$ cat config.mk
export PLATFORM = sky130hd
export DESIGN_NAME = csr_test_master
export DESIGN_NICKNAME = d
export VERILOG_FILES = /design/src/rtl/csr_test_master_pkg.sv /design/src/rtl/csr_read_mux.sv /design/src/rtl/csr_test_master.sv
export SDC_FILE = /design/constraint.sdc
export NUM_CORES = 1
export LEC_CHECK = 0
export BUFFER_PORTS_ARGS = -buffer_cell sky130_fd_sc_hd__buf_2
export CORE_AREA = 3 3 142 144
export CTS_CLUSTER_DIAMETER = 150
export DETAILED_ROUTE_END_ITERATION = 7
export DIE_AREA = 0 0 145 147
export GPL_TIMING_DRIVEN = 0
export PLACE_DENSITY = 0.67
export SLEW_MARGIN = 20
export SYNTH_ARGS = -nofsm -noshare
export SYNTH_HDL_FRONTEND = slang
export SYNTH_SLANG_ARGS = --single-unit
$ cat constraint.sdc
create_clock -name clk -period 1.8 [get_ports clk]
set_input_delay 0.36 -clock clk [delete_from_list [all_inputs] [get_ports clk]]
set_output_delay 0.36 -clock clk [all_outputs]
set_load 0.01 [all_outputs]
$ cat src/rtl/csr_test_master_pkg.sv
// rtl/csr_test_master_pkg.sv - shared FSM encoding and sizing helper for the CSR test master
package csr_test_master_pkg;

   typedef enum logic [1:0] {
      IDLE    = 2'd0,
      ACCESS  = 2'd1,
      FINISH  = 2'd2,
      RECOVER = 2'd3
   } state_t;

   // A single-register bank still needs a one-bit index.
   function automatic int sel_width(input int n);
      return (n > 1) ? $clog2(n) : 1;
   endfunction

endpackage

$ cat src/rtl/csr_read_mux.sv
// rtl/csr_read_mux.sv - selects one register slice from the concatenated read-back bus
module csr_read_mux
   import csr_test_master_pkg::*;
#(
   parameter int DATA_WIDTH = 32,
   parameter int NUM_REGS   = 8,
   parameter int SEL_WIDTH  = sel_width(NUM_REGS)
) (
   input  logic [SEL_WIDTH-1:0]           sel,
   input  logic [NUM_REGS*DATA_WIDTH-1:0] data_in,
   output logic [DATA_WIDTH-1:0]          data_out
);

   // Out-of-range indices match no slice and read back as zero.
   always_comb begin
      data_out = '0;
      for (int i = 0; i < NUM_REGS; i++) begin
         if (sel == SEL_WIDTH'(i)) begin
            data_out = data_in[i*DATA_WIDTH +: DATA_WIDTH];
         end
      end
   end

endmodule

$ cat src/rtl/csr_test_master.sv
// rtl/csr_test_master.sv - single-outstanding CSR bus master turning one command into a strobed bus cycle
module csr_test_master
   import csr_test_master_pkg::*;
#(
   parameter int CSR_DATA_BUS_WIDTH   = 32,
   parameter int CSR_STROBE_BUS_WIDTH = 8,
   parameter int SEL_WIDTH            = sel_width(CSR_STROBE_BUS_WIDTH)
) (
   input  logic                                             clk,
   input  logic                                             rst_n,
   output logic                                             ready,
   input  logic                                             cmd_valid,
   input  logic                                             cmd_rw,
   input  logic [SEL_WIDTH-1:0]                             cmd_sel,
   input  logic [CSR_DATA_BUS_WIDTH-1:0]                    cmd_wdata,
   output logic [CSR_STROBE_BUS_WIDTH-1:0]                  csr_stb_o,
   output logic [CSR_DATA_BUS_WIDTH-1:0]                    csr_data_o,
   input  logic [CSR_STROBE_BUS_WIDTH*CSR_DATA_BUS_WIDTH-1:0] csr_data_i,
   output logic                                             csr_rw,
   output logic                                             csr_in_progress,
   output logic [CSR_DATA_BUS_WIDTH-1:0]                    rdata,
   output logic                                             rdata_valid
);

   state_t                          state, next_state;
   logic [SEL_WIDTH-1:0]            sel_q;
   logic [CSR_DATA_BUS_WIDTH-1:0]   mux_data;
   logic                            accept;

   assign accept = cmd_valid && ready;

   csr_read_mux #(
      .DATA_WIDTH (CSR_DATA_BUS_WIDTH),
      .NUM_REGS   (CSR_STROBE_BUS_WIDTH),
      .SEL_WIDTH  (SEL_WIDTH)
   ) u_read_mux (
      .sel      (sel_q),
      .data_in  (csr_data_i),
      .data_out (mux_data)
   );

   always_ff @(posedge clk or negedge rst_n) begin
      if (!rst_n) begin
         state <= IDLE;
      end else begin
         state <= next_state;
      end
   end

   always_comb begin
      next_state = state;
      case (state)
         IDLE:    if (accept) next_state = ACCESS;
         ACCESS:  next_state = FINISH;
         FINISH:  next_state = RECOVER;
         RECOVER: next_state = IDLE;
         default: next_state = IDLE;
      endcase
   end

   always_comb begin
      csr_in_progress = (state == ACCESS) || (state == FINISH);
      csr_stb_o       = '0;
      if ((state == ACCESS) && csr_rw) begin
         for (int i = 0; i < CSR_STROBE_BUS_WIDTH; i++) begin
            csr_stb_o[i] = (sel_q == SEL_WIDTH'(i));
         end
      end
   end

   // ready is registered so it stays low through reset and rises one edge after release.
   always_ff @(posedge clk or negedge rst_n) begin
      if (!rst_n) begin
         ready       <= 1'b0;
         csr_rw      <= 1'b0;
         sel_q       <= '0;
         csr_data_o  <= '0;
         rdata       <= '0;
         rdata_valid <= 1'b0;
      end else begin
         ready       <= (next_state == IDLE);
         rdata_valid <= (state == FINISH) && !csr_rw;
         if (accept) begin
            csr_rw     <= cmd_rw;
            sel_q      <= cmd_sel;
            csr_data_o <= cmd_wdata;
         end
         if ((state == FINISH) && !csr_rw) begin
            rdata <= mux_data;
         end
      end
   end

endmodule

==> run metrics <==
Die Area=21300 um^2; DP Area=7210 um^2; ys async rst share=100%; Slowest-stage cell, CP=dfrtp_2; Die X=145 um; All-Layer GR Usage=22.3%; GPL Wtd Cong=0.898; Yosys reg bits=72; Initial Util=26.6%; crit-path max cell delay=0.43 ns; most common cell in the synthesized netlist=dfrtp_1; Synth Warn #=0; Critical Path RT=1.44 ns; Max Cap Viol=0; number of clock sinks=72; reg2reg setup slack=0.03 ns; Post-synth EDFFs=0; clk root buf=clkbuf_16; CP Launch Type=flop; Std-Cell Rows=50; vias per cell=5.06; status=finished with violations; Total Routed Length=25.0 mm; R2R cell count=7; Crit Path Max Fanout=4; failing checks=setup timing; Max Clk Rate=506 MHz; Worst slew margin=62.2%; Post-Route Skew=0.00897 ns; final antenna-violating net count=0; via count=6221; CTS tree=yes; NumNets Final=1262; CP Capture Type=primary output; post-layout minimum cycle time=1.97 ns; period utilization=110%; Hold Fails Final Rpt=0; DRC Markers=0; Cell Area, Synth=5010 um^2; Reg-to-Reg Start=sel_q[0]; RSZ-0062 raised after global routing=true; total design power=14100 uW; final worst-path setup slack=-0.174 ns; Yosys cell types=34; hold depth=2; Worst-path clk slew=0.06 ns; vias in the first global route=6513; post-synthesis sequential area ratio=36.0%; Mapped Nets=851; Main synth FF type=dfrtp_1; Syn Inst Count=553; drt first pass iters=5; initial antenna violation count=1; chip height=147 um; final setup fails=8; Crit path arrival time=1.61 ns; CP cell instances=buf_6 -> clkbuf_16 -> nand3b_1 -> nor2_1 -> buf_2; fin util=43.2%; final instance area=8130 um^2; Core Region=18800 um^2; top post-synthesis cells by area=dfrtp_1, mux2i_1, mux2_2; post-synth top area cell=dfrtp_1; total congestion overflow=0; pin count of the biggest net entering global routing=39; WL/cell=20.4 um; pins over their slew limit=0; pwr dens=1730 nW/um^2; list of most frequent post-synthesis cells=dfrtp_1, o21ai_0, nor2_1, mux2i_1, a21oi_1; first-pass GRT wire length=36.9 mm; Static Leak=0.00398 uW; Worst VDD drop=0.768 mV; hold_sp=cmd_wdata[1]; setup TNS=-0.930 ns; clock buffer depth=2; top-area cell type share of the netlist area=36.0%; Avg Synthesized Cell Area=9.05 um^2; Final HPWL DP=19.7 mm; hold_ws=0.253 ns; IO Pins=371; Port-buffer cells=370; WHS Endpoint=csr_data_o[1]; initial DRC count=317; H-tree levels=3; WS Path Type=reg2out; fraction of layout cells with a size suffix above 1=55.5%; Worst Tran Pin Value=0.567 ns; Clock Latency Late Sink=0.34 ns; FF-to-FF End=rdata[14]; hold crit path type=in2reg; cts bufs inserted=9; Synth-to-Final Area Change=62.4%
metrics by stage:
stage,std cells,worst slack (ns)
after floorplan,553,0.168
after global placement,1183,-0.346
after detailed placement,1184,-0.363
after CTS,1214,-0.187
after global routing,1229,-0.217
final,1230,-0.174
cell type report:
cell class,instances,area (um^2)
multi-input combinational,423,3030
tap,260,325
fill,1920,10700
clock buffer,10,239
buffer,51,475
inverter,4,16.3
sequential,72,1800
clock inverter,5,81.3
timing repair buffer,403,2160
antenna,2,5.00
critical path: cells and delay by family, from the launching register on:
kind	cells	cell delay, ns
and+or+nand+nor	2	0.41
buffers and inverters	3	0.44
DFF	1	0.43
cell families after synthesis:
logic type | synth area share (%)
AOI/OAI and AO/OA | 27.9
and+or+nand+nor | 9.85
muxes | 18.9
adders and majority gates | 0.750
DFF | 36.0
buffers and inverters | 6.62
power by group:
| part | switching, uW | internal, uW | total, uW |
|---|---|---|---|
| clock | 743 | 1250 | 1990 |
| combinational | 4990 | 4170 | 9170 |
| sequential | 494 | 2450 | 2940 |
| total | 6230 | 7860 | 14100 |
metal layers:
layer	GRT usage, %	routed length [um]	up-vias
met5	0	0	-
met4	9.31	1040	0
met3	6.69	2260	54
met2	38.0	12000	359
met1	26.2	9740	2920
li1	-	-	2888
cells in the final DEF, fill, tap and decap left out, types with 8 or more instances in the layout:
cell type  count
o21ai_1        9
a31oi_1       28
mux2i_1       54
clkbuf_16     10
buf_12         8
buf_4         35
nor2_1        60
nor2b_1       11
a21oi_1       50
buf_2        376
and3b_1       10
clkbuf_4       9
o2bb2ai_1     27
dfrtp_1       71
o22ai_2       13
o21ai_0       64
o22ai_1       12
clkbuf_2       8
buf_6         12
mux2_2        36
flip-flops by register name, indices dropped and copies added (netlist names):
signal,count
csr_data_o,32
csr_rw,1
rdata,32
rdata_valid,1
ready,1
sel_q,3
state,2
how the worst max path moves through the flow:
stage              from      endpoint  depth (start not counted)
2_1_floorplan  state[0]     rdata[10]                          9
3_3_place_gp   sel_q[2]      rdata[9]                          6
3_5_place_dp   sel_q[0]     rdata[28]                          6
4_1_cts        sel_q[2]  csr_stb_o[2]                          5
5_1_grt        sel_q[2]  csr_stb_o[0]                          5
6_report       sel_q[2]  csr_stb_o[2]                          5
timing repair:
action	in CTS	in global routing
setup endpoints to repair	40	31
endpoints found under the hold margin	14	0
hold buffers	1	0
buffers inserted	15	16
pin swaps	5	6
gates resized for setup	56	48
Power figures use the tool's default switching activity.
